--- config.mk ---
export PLATFORM = sky130hd
export DESIGN_NAME = tob_snapshot_launcher
export DESIGN_NICKNAME = d
export VERILOG_FILES = /design/src/rtl/tob_snapshot_launcher.sv
export SDC_FILE = /design/constraint.sdc
export NUM_CORES = 1
export LEC_CHECK = 0
export ABC_CLOCK_PERIOD_IN_PS = 2580
export CORE_MARGIN = 3
export CORE_UTILIZATION = 25
export CTS_CLUSTER_DIAMETER = 200
export DETAILED_ROUTE_END_ITERATION = 7
export PLACE_DENSITY_LB_ADDON = 0.08
export SYNTH_ARGS = -nofsm -noshare
export SYNTH_HDL_FRONTEND = slang
export SYNTH_SLANG_ARGS = --single-unit
--- constraint.sdc ---
create_clock -name ap_clk -period 2.58 [get_ports ap_clk]
set_clock_uncertainty 0.15 [all_clocks]
set_input_delay 0.516 -clock ap_clk [delete_from_list [all_inputs] [get_ports ap_clk]]
set_output_delay 0.516 -clock ap_clk [all_outputs]
set_load 0.02 [all_outputs]
--- src/rtl/tob_snapshot_launcher.sv ---
// Live L1 top-of-book with frozen-snapshot launch of the strategy core over ap_start/ap_done.
// Latency: update at edge k -> snapshot + core_start after edge k+1 when idle and book valid.
// Backpressure: none; updates always accepted out of reset and coalesce while the core is busy.
module tob_snapshot_launcher #(
    parameter int PRICE_W     = 32,
    parameter int QTY_W       = 32,
    parameter int STRONG_QTY  = 100,
    parameter int TIMEOUT_CYC = 1024
) (
    input  logic               ap_clk,
    input  logic               ap_rst_n,
    input  logic               upd_valid,
    output logic               upd_ready,
    input  logic               upd_side,
    input  logic [PRICE_W-1:0] upd_price,
    input  logic [QTY_W-1:0]   upd_qty,
    output logic [PRICE_W-1:0] best_bid_price,
    output logic [PRICE_W-1:0] best_ask_price,
    output logic [QTY_W-1:0]   best_bid_qty,
    output logic [QTY_W-1:0]   best_ask_qty,
    output logic               bid_queue_strong,
    output logic               ask_queue_strong,
    output logic               core_start,
    input  logic               core_done,
    output logic               book_crossed,
    output logic               timeout_err,
    output logic [15:0]        snap_cnt
);

    localparam int WCW = (TIMEOUT_CYC > 2) ? $clog2(TIMEOUT_CYC) : 1;
    localparam logic [WCW-1:0] WAIT_LAST = WCW'(TIMEOUT_CYC - 1);
    localparam logic [QTY_W-1:0] STRONG_TH = QTY_W'(STRONG_QTY);

    localparam logic [1:0] S_IDLE  = 2'd0;
    localparam logic [1:0] S_START = 2'd1;
    localparam logic [1:0] S_WAIT  = 2'd2;

    logic [1:0]         state;
    logic [WCW-1:0]     wait_cnt;
    logic [PRICE_W-1:0] live_bid_price;
    logic [PRICE_W-1:0] live_ask_price;
    logic [QTY_W-1:0]   live_bid_qty;
    logic [QTY_W-1:0]   live_ask_qty;
    logic               dirty;
    logic               upd_fire;
    logic               both_sides;
    logic               live_crossed;
    logic               launch_ok;
    logic               do_launch;

    assign upd_ready    = ap_rst_n;
    assign upd_fire     = upd_valid & upd_ready;
    assign both_sides   = (live_bid_qty != '0) && (live_ask_qty != '0);
    assign live_crossed = both_sides && (live_bid_price >= live_ask_price);
    assign launch_ok    = dirty && both_sides && (live_bid_price < live_ask_price);
    assign do_launch    = (state == S_IDLE) && launch_ok;

    // An emptied side carries price 0 so stale prices never leak into a later snapshot.
    always_ff @(posedge ap_clk or negedge ap_rst_n) begin
        if (!ap_rst_n) begin
            live_bid_price <= '0;
            live_ask_price <= '0;
            live_bid_qty   <= '0;
            live_ask_qty   <= '0;
        end else if (upd_fire) begin
            if (upd_side) begin
                live_ask_price <= (upd_qty == '0) ? '0 : upd_price;
                live_ask_qty   <= upd_qty;
            end else begin
                live_bid_price <= (upd_qty == '0) ? '0 : upd_price;
                live_bid_qty   <= upd_qty;
            end
        end
    end

    // A same-edge update wins over the launch clear so it gets its own relaunch.
    always_ff @(posedge ap_clk or negedge ap_rst_n) begin
        if (!ap_rst_n) begin
            dirty        <= 1'b0;
            book_crossed <= 1'b0;
        end else begin
            book_crossed <= live_crossed;
            if (upd_fire) begin
                dirty <= 1'b1;
            end else if (do_launch) begin
                dirty <= 1'b0;
            end
        end
    end

    always_ff @(posedge ap_clk or negedge ap_rst_n) begin
        if (!ap_rst_n) begin
            state            <= S_IDLE;
            wait_cnt         <= '0;
            core_start       <= 1'b0;
            snap_cnt         <= '0;
            timeout_err      <= 1'b0;
            best_bid_price   <= '0;
            best_ask_price   <= '0;
            best_bid_qty     <= '0;
            best_ask_qty     <= '0;
            bid_queue_strong <= 1'b0;
            ask_queue_strong <= 1'b0;
        end else begin
            case (state)
                S_IDLE: begin
                    if (launch_ok) begin
                        best_bid_price   <= live_bid_price;
                        best_ask_price   <= live_ask_price;
                        best_bid_qty     <= live_bid_qty;
                        best_ask_qty     <= live_ask_qty;
                        bid_queue_strong <= (live_bid_qty >= STRONG_TH);
                        ask_queue_strong <= (live_ask_qty >= STRONG_TH);
                        core_start       <= 1'b1;
                        snap_cnt         <= snap_cnt + 16'd1;
                        state            <= S_START;
                    end
                end
                S_START: begin
                    core_start <= 1'b0;
                    wait_cnt   <= '0;
                    state      <= S_WAIT;
                end
                S_WAIT: begin
                    if (core_done) begin
                        state <= S_IDLE;
                    end else if (wait_cnt == WAIT_LAST) begin
                        timeout_err <= 1'b1;
                        state       <= S_IDLE;
                    end else begin
                        wait_cnt <= wait_cnt + 1'b1;
                    end
                end
                default: begin
                    core_start <= 1'b0;
                    state      <= S_IDLE;
                end
            endcase
        end
    end

endmodule

== Word level (Yosys, flattened, before mapping) ==
Index checks and enable logic that the tools add are counted.

* Output and inout bits: 150
* Flip-flop bits (word level): 290
* Input bits: 69

* Muxes and demuxes: 12
* Order comparisons: 4
* Reductions and logical operators: 18
* Bitwise logic cells: 4
* Equal/unequal tests: 7
* Add/sub/neg operators: 2

{| class="wikitable"
|+ Operators with widths
! kind !! number
|-
| $ge A32 B7 Y1 const B || 2
|-
| $reduce_bool A32 Y1 || 2
|-
| $ge A32 B32 Y1 || 1
|-
| $logic_not A32 Y1 || 1
|-
| $lt A32 B32 Y1 || 1
|-
| $mux W32 || 1
|-
| $mux W10 || 2
|-
| $pmux W10 S2 || 1
|-
| $add A16 B1 Y16 const B || 1
|-
| $add A10 B1 Y10 const B || 1
|-
| $eq A10 B10 Y1 const B || 1
|-
| $reduce_and A2 Y1 || 5
|-
| $mux W2 || 3
|-
| $ne A2 B2 Y1 const B || 3
|-
| $pmux W2 S3 || 1
|-
| $reduce_and A3 Y1 || 2
|-
| $logic_and A1 B1 Y1 || 5
|-
| $reduce_bool A2 Y1 || 2
|-
| $mux W1 || 3
|-
| $ne A3 B3 Y1 const B || 1
|-
| $not A1 Y1 || 3
|-
| $eq A2 B1 Y1 const B || 1
|-
| $eq A2 B2 Y1 const B || 1
|-
| $logic_not A2 Y1 || 1
|-
| 2 further kinds || 2
|}

== Longest topological paths before layout ==
* Word-level depth: 7
* Depth in mapped cells: 11

== Least setup slack after synthesis ==
OpenSTA, ideal clock, no wires.

* Kind: register to register
* From: reg live_bid_price[17]
* To: reg best_ask_qty[0]
* Cell stages (with the launch flop): 11
* Arrival time: 2376 ps
* Path buffers: 2
* Slack: -71 ps
* Cells stage by stage: dfrtp_1 > ha_1 > a21o_1 > a221o_1 > a21oi_1 > o21a_2 > nand4_4 > nor2_4 > buf_6 > buf_8 > mux2_4

* Cells in the longest elaborated chain, start to end: 3

{| class="wikitable"
|+ Ends and longest elaborated chain
! item !! line !! text
|-
| start: declaration || 40 || <nowiki>logic [PRICE_W-1:0] live_bid_price;</nowiki>
|-
| start signal: assignment || 70 || <nowiki>live_bid_price <= (upd_qty == '0) ? '0 : upd_price;</nowiki>
|-
| $lt A32 B32 Y1 || 55 || <nowiki>assign launch_ok = dirty && both_sides && (live_bid_price < live_ask_price);</nowiki>
|-
| $logic_and A1 B1 Y1 || 55 ||
|-
| $reduce_and A2 Y1 (no line) || -- ||
|-
| end signal: assignment || 111 || <nowiki>best_ask_qty <= live_ask_qty;</nowiki>
|-
| end: declaration || 20 || <nowiki>output logic [QTY_W-1:0] best_ask_qty,</nowiki>
|}

Every way passes these cells.
A chain may end at the register's enable or synchronous reset.

== Final worst setup path ==
* From: reg live_bid_price[17]
* To: reg best_bid_price[28]

* Cells in the longest elaborated chain, start to end: 3

{| class="wikitable"
|+ Ends and longest elaborated chain
! item !! line !! text
|-
| $lt A32 B32 Y1 || 55 ||
|-
| $logic_and A1 B1 Y1 || 55 ||
|-
| $reduce_and A2 Y1 (no line) || -- ||
|-
| end signal: assignment || 108 || <nowiki>best_bid_price <= live_bid_price;</nowiki>
|-
| end: declaration || 17 || <nowiki>output logic [PRICE_W-1:0] best_bid_price,</nowiki>
|}

Every way passes these cells.

==> reports/qor.txt <==
outcome: complete, but fails checks
violated checks: setup timing
Area contributors post-synth: dfrtp_1, mux2_2, mux2_4, o21ai_0, ha_1
# IOs: 219
vias in the first global route: 9431
Tightest Pin Transition: 0.9164 ns
clock power share: 0.244
CTS tree: yes
Final WS setup: -0.2515 ns
Final setup viols: 132
Max VDD drop: 0.5581 mV
RePlAce Congestion: 0.7419
syn_area_per_cell: 13.09 um2
final count of hold timing violations: 0
Total GRT Usage: 0.1441
Leak: 0.008390 uW
Internal: 14900 uW
Max-cap violations: 0
Clock transition at path regs: 0.06 ns
Synth area leader: dfrtp_1
share of layout cells above drive strength 1: 0.3459
Flop pwr share: 0.322
initial antenna violation count: 1
Tot Pwr: 21970 uW
full die area: 52390 um2
Final Max Tran Viols: 0
# fillers: 4819
Yosys cell types: 51
Syn Inst Count: 949
Max FO, Critical Path: 6
DRC: 0
Post-synth ARST share: 1.000
total congestion overflow: 0
Vias: 8699
Avg Vias per Cell: 4.262
yosys synthesis warning count: 0
Post-Synthesis Net Count: 1052
PwrDens: 1175 nW/um2
Hold Path Class: input port to asynchronous set/reset pin
post-place setup slack: -0.3660 ns
Yosys top cell area share: 0.5843
Clock Sinks: 290
slew margin rel.: 0.3891
antenna viol nets, final: 0
first-pass GRT wire length: 58600 um
P_sw: 7068 uW
Worst setup EP type: flip-flop
Post-synth EDFFs: 0
Crit Path Category: flip-flop to flip-flop
HPWL after detailed placement: 25650 um
Die Ht: 228.9 um
CORE AREA: 49050 um2
register area share after synthesis: 0.5843
Clock Latency Late Sink: 0.54 ns
post-synthesis register bit count: 290
predominant post-synthesis flop cell: dfrtp_1
CP bufs+invs: 3
max frequency: 0.3532 GHz
largest delay contributor family on the critical path: compound AO/OA/AOI/OAI gates
area delta synth->final: 50.59%
# rows: 81
Tmin final: 2.832 ns
max incr delay on CP: 0.42 ns
number of DRC markers in iteration 0: 337
CTS Buf Count: 37
root buf cell: clkbuf_16
CP Launch Type: flip-flop
DR WL/cell: 18.56 um
RSZ-0062 raised after global routing: yes
# nets final: 1452
Critical-path top delay cell: dfrtp_1
crit-path cells: ha_4 > a21o_1 > a221o_1 > a21oi_2 > o21a_2 > nand4_4 > nor2_4 > buf_12 > buf_16 > clkbuf_16 > mux2_4
WL final: 37870 um
Req. time, crit path: 2.84 ns
final period utilization: 1.097
TritonRoute pass-1 iters: 4
Net Sw Frac: 0.3217
Combinational Power Share: 0.435
Initial Util: 0.2532
CP Data Arrival Time: 3.09 ns
depth of the CTS H-tree: 2
largest net degree at the start of global routing: 152
clk buf depth: 3
Synth Cell Area: 12420 um2
die width: 228.9 um
Port Buffers: 218
-- layout make-up --
class | count | area [um2] | area share
clock buffer | 55 | 1126 | 0.06021
antenna | 1 | 2.502 | 0.0001338
sequential | 290 | 7257 | 0.3880
tap | 664 | 830.8 | 0.04442
multi-input combinational | 579 | 5200 | 0.2780
clock inverter | 11 | 140.1 | 0.007493
inverter | 36 | 135.1 | 0.007225
timing repair buffer | 405 | 4011 | 0.2145
-- sequential cells by signal, summed over array words and instances, names as in the netlist --
signal            flops
timeout_err           1
wait_cnt             10
live_ask_price       32
core_start            1
ask_queue_strong      1
dirty                 1
state                 2
bid_queue_strong      1
best_bid_qty         32
live_bid_qty         32
best_bid_price       32
best_ask_price       32
book_crossed          1
live_bid_price       32
best_ask_qty         32
snap_cnt             16
live_ask_qty         32
-- power groups by stage --
stage / sequential [uW] / clock (uW) / combinational (uW)
2_1_floorplan: 8090 / 0 / 3470
3_3_place_gp: 7150 / 0 / 8570
3_5_place_dp: 7120 / 0 / 8610
4_1_cts: 7110 / 5590 / 9300
5_1_grt: 7280 / 5740 / 10200
6_report: 7060 / 5360 / 9550
-- placed cells by master (no fill, tap or decap), types with 15 or more instances in the layout --
cell type and count:
dfrtp_1 290, clkdlybuf4s50_1 217, buf_4 151, mux2_4 119, o21ai_0 104, nand2_1 86
mux2_2 76, clkbuf_16 43, inv_1 33, ha_1 29, buf_12 21, nand3_1 18
xor2_1 18, nand4_1 16, nor4_1 15
-- metal layers --
metal  share of wire  up-vias  GRT usage
met5               0        -          0
met4           0.019        0    0.04176
met3           0.042       37    0.03066
met2            0.46      155     0.2236
met1            0.48     4328     0.2031
li1                -     4179          -
-- Yosys cell counts (all sizes together), types with 3 or more instances --
cell and number:
dfrtp 290, mux2 195, o21ai 105, nand2 86
inv 36, ha 34, clkbuf 25, nor4 23
buf 19, nand3 19, xor2 18, nand4 17
nor2 17, a21oi 13, nor3 13, a21o 3
and3 3, nor2b 3, o21a 3
-- through the flow --
| step | TNS (ns) | hold slack, ns | cells | instance area (um2) | utilization |
|---|---|---|---|---|---|
| after floorplan | -1.995 | 0.07041 | 949 | 12420 | - |
| after global placement | -56.08 | 0.2324 | 1956 | 16700 | 0.3404 |
| after detailed placement | -54.32 | 0.2355 | 1956 | 16700 | 0.3404 |
| after CTS | -28.30 | 0.05114 | 2032 | 18380 | 0.3747 |
| after global routing | -35.44 | 0.08042 | 2040 | 18700 | 0.3812 |
| final | -23.05 | 0.005648 | 2041 | 18700 | 0.3813 |
-- cells by family (layout without fill, tap and decap cells) --
kind of cell,after synthesis,in the layout,synth area share
muxes,195,195,0.1974
buffers and inverters,80,507,0.03204
adders and majority gates,34,34,0.03425
other,0,1,0
DFF,290,290,0.5843
xor gates and xnor gates,20,20,0.01410
and+or+nand+nor,191,191,0.07607
AOI/OAI and AO/OA,139,139,0.06186
-- worst register-to-register path: stages, from the launching register on --
cell,delay [ns]
dfrtp_1,0.42
ha_4,0.26
a21o_1,0.17
a221o_1,0.36
a21oi_2,0.15
o21a_2,0.17
nand4_4,0.09
nor2_4,0.13
buf_12,0.15
buf_16,0.17
clkbuf_16,0.19
mux2_4,0.30
-- worst paths after layout --
path | startpoint | to | slack [ns] | cells after the start
min | ap_rst_n | live_ask_qty[0] | 0.006 | 2
max | live_bid_price[17] | best_bid_price[28] | -0.25 | 11
min reg2reg | timeout_err | timeout_err | 0.32 | 2
max in group asynchronous | ap_rst_n | wait_cnt[2] | 1.25 | 2
max reg2reg | live_bid_price[17] | best_bid_price[28] | -0.25 | 11
min in group ap_clk | ap_rst_n | dirty | 0.24 | 3
-- what timing repair did --
| item | 4_1_cts | 5_1_grt |
|---|---|---|
| gates cloned | 2 | 4 |
| hold endpoints to repair | 15 | 0 |
| hold buffers | 1 | 0 |
| setup endpoints to repair | 146 | 149 |
| resized for setup | 64 | 40 |
| pin swaps | 2 | 18 |
| setup buffers | 7 | 7 |
(Power assumes the default switching activity.)
==> RTL change, RTL diff (same flow settings) <==
Reset style: synchronous (`ap_rst_n`), changed in 3 clocked blocks.
--- a/src/rtl/tob_snapshot_launcher.sv
+++ b/src/rtl/tob_snapshot_launcher.sv
@@ -57,5 +57,5 @@
 
     // An emptied side carries price 0 so stale prices never leak into a later snapshot.
-    always_ff @(posedge ap_clk or negedge ap_rst_n) begin
+    always_ff @(posedge ap_clk) begin
         if (!ap_rst_n) begin
             live_bid_price <= '0;
@@ -75,5 +75,5 @@
 
     // A same-edge update wins over the launch clear so it gets its own relaunch.
-    always_ff @(posedge ap_clk or negedge ap_rst_n) begin
+    always_ff @(posedge ap_clk) begin
         if (!ap_rst_n) begin
             dirty        <= 1'b0;
@@ -89,5 +89,5 @@
     end
 
-    always_ff @(posedge ap_clk or negedge ap_rst_n) begin
+    always_ff @(posedge ap_clk) begin
         if (!ap_rst_n) begin
             state            <= S_IDLE;
Behaviour: differs if ap_rst_n is asserted again (counterexample within 4 cycles, from zero or initial values and one cycle with ap_rst_n low); with ap_rst_n held inactive, the same outputs for 4 cycles.
==> RTL change against the original RTL <==
The flow still finishes with violations (setup timing); cell count increased by 11%; count of clock-buffer cells in the layout decreased by 8; sequential cell count did not move; routed wire length increased by 3.7%; synthesized area fell by 7.9%; non-clock buffer count grew 12; cell area fell by 6.3%; worst setup slack improved by 0.082 ns; critical endpoint is now best_ask_price[4]; highest routed layer unchanged.
Power is not compared: it rests on default switching activity, and its combinational part moved more than twofold at a synthesized area within 25%.
==> RTL change: results (changes against the original RTL) <==
[status]
outcome=complete, but fails checks
violations=setup timing

[timing]
tns_ns=-11.80  ; +11.25 ns
layout_setup_ws_ns=-0.170  ; +0.0816 ns
relSlewSlack_pct=45.6  ; +6.7 points
setup_viol=140  ; +6.1%

[global_routing]
met1_usage_pct=21.0  ; +0.74 points
antenna_found_initial=0  ; -1
grtUsageTotal_pct=15.7  ; +1.3 points
grtUsageMet2_pct=25.5  ; +3.1 points
grt_pass1_wl_mm=59.1  ; +0.92%
grt_use_met3_pct=3.68  ; +0.62 points

[clock_tree]
cts_hold_buf=0  ; -1
ctsResizeCount=49  ; -23%
cts_inserted_buffers=36  ; -2.7%

[place]
dpl_worst_slack_ns=-0.387  ; -0.0206 ns
dpl.hpwl_mm=26.4  ; +3.0%
placed_area_um2=15400  ; -7.7%

[finish]
antenna_cells=0  ; -1
drive_above_1_share_pct=18.9  ; -16 points
layout.nets=1752  ; +21%
final_cells=2267  ; +11%

[setup_path]
cp_data_arrival_time_ns=3.02  ; -0.07 ns
rr_startpoint=live_ask_price[14]
crit_path_top_delay_cell=or4_4

[synth]
ys_seq_area_share_pct=50.8  ; -7.7 points
synthDistinctLibCells=45  ; -12%
syn_nets=1380  ; +31%
ys.flop_type=dfxtp_1
postSynth.asyncResetShare_pct=0  ; -100 points

[route]
drtIter0Drc=385  ; +14%
met1_length_mm=18.5  ; +0.63%
totalWireLength_mm=39.3  ; +3.7%
wl_met2_mm=17.9  ; +3.9%
vias=10200  ; +17%

## RTL change: kinds of logic (layout without fill, tap and decap cells)
kind of cell | Yosys count | after routing | synth area share [%]
fa+ha+maj | 34 | 34 | 3.72
compound gates | 136 | 136 | 6.76
simple gates | 561 | 561 | 21.8
xor+xnor | 5 | 5 | 0.383
mux | 132 | 132 | 11.6
flops | 290 | 290 | 50.8
buf+inv | 119 | 517 | 4.96
## RTL change: how the worst min path moves through the flow
stage,end,slack (ns),cells past startpoint
2_1_floorplan,live_ask_qty[0],0.29,2
3_3_place_gp,ask_queue_strong,0.31,2
3_5_place_dp,ask_queue_strong,0.31,2
4_1_cts,snap_cnt[5],0.18,3
5_1_grt,wait_cnt[8],0.20,2
6_report,snap_cnt[5],0.21,3
## RTL change: final cells by class
cell class              count  share of cell area (%)
flip-flops and latches    290                    33.2
multi-input cells         868                    30.3
repair buffers            417                    24.6
clock buffers              47                    5.72
well taps                 592                    4.23
clock inverters            17                    1.11
inverters                  36                   0.785
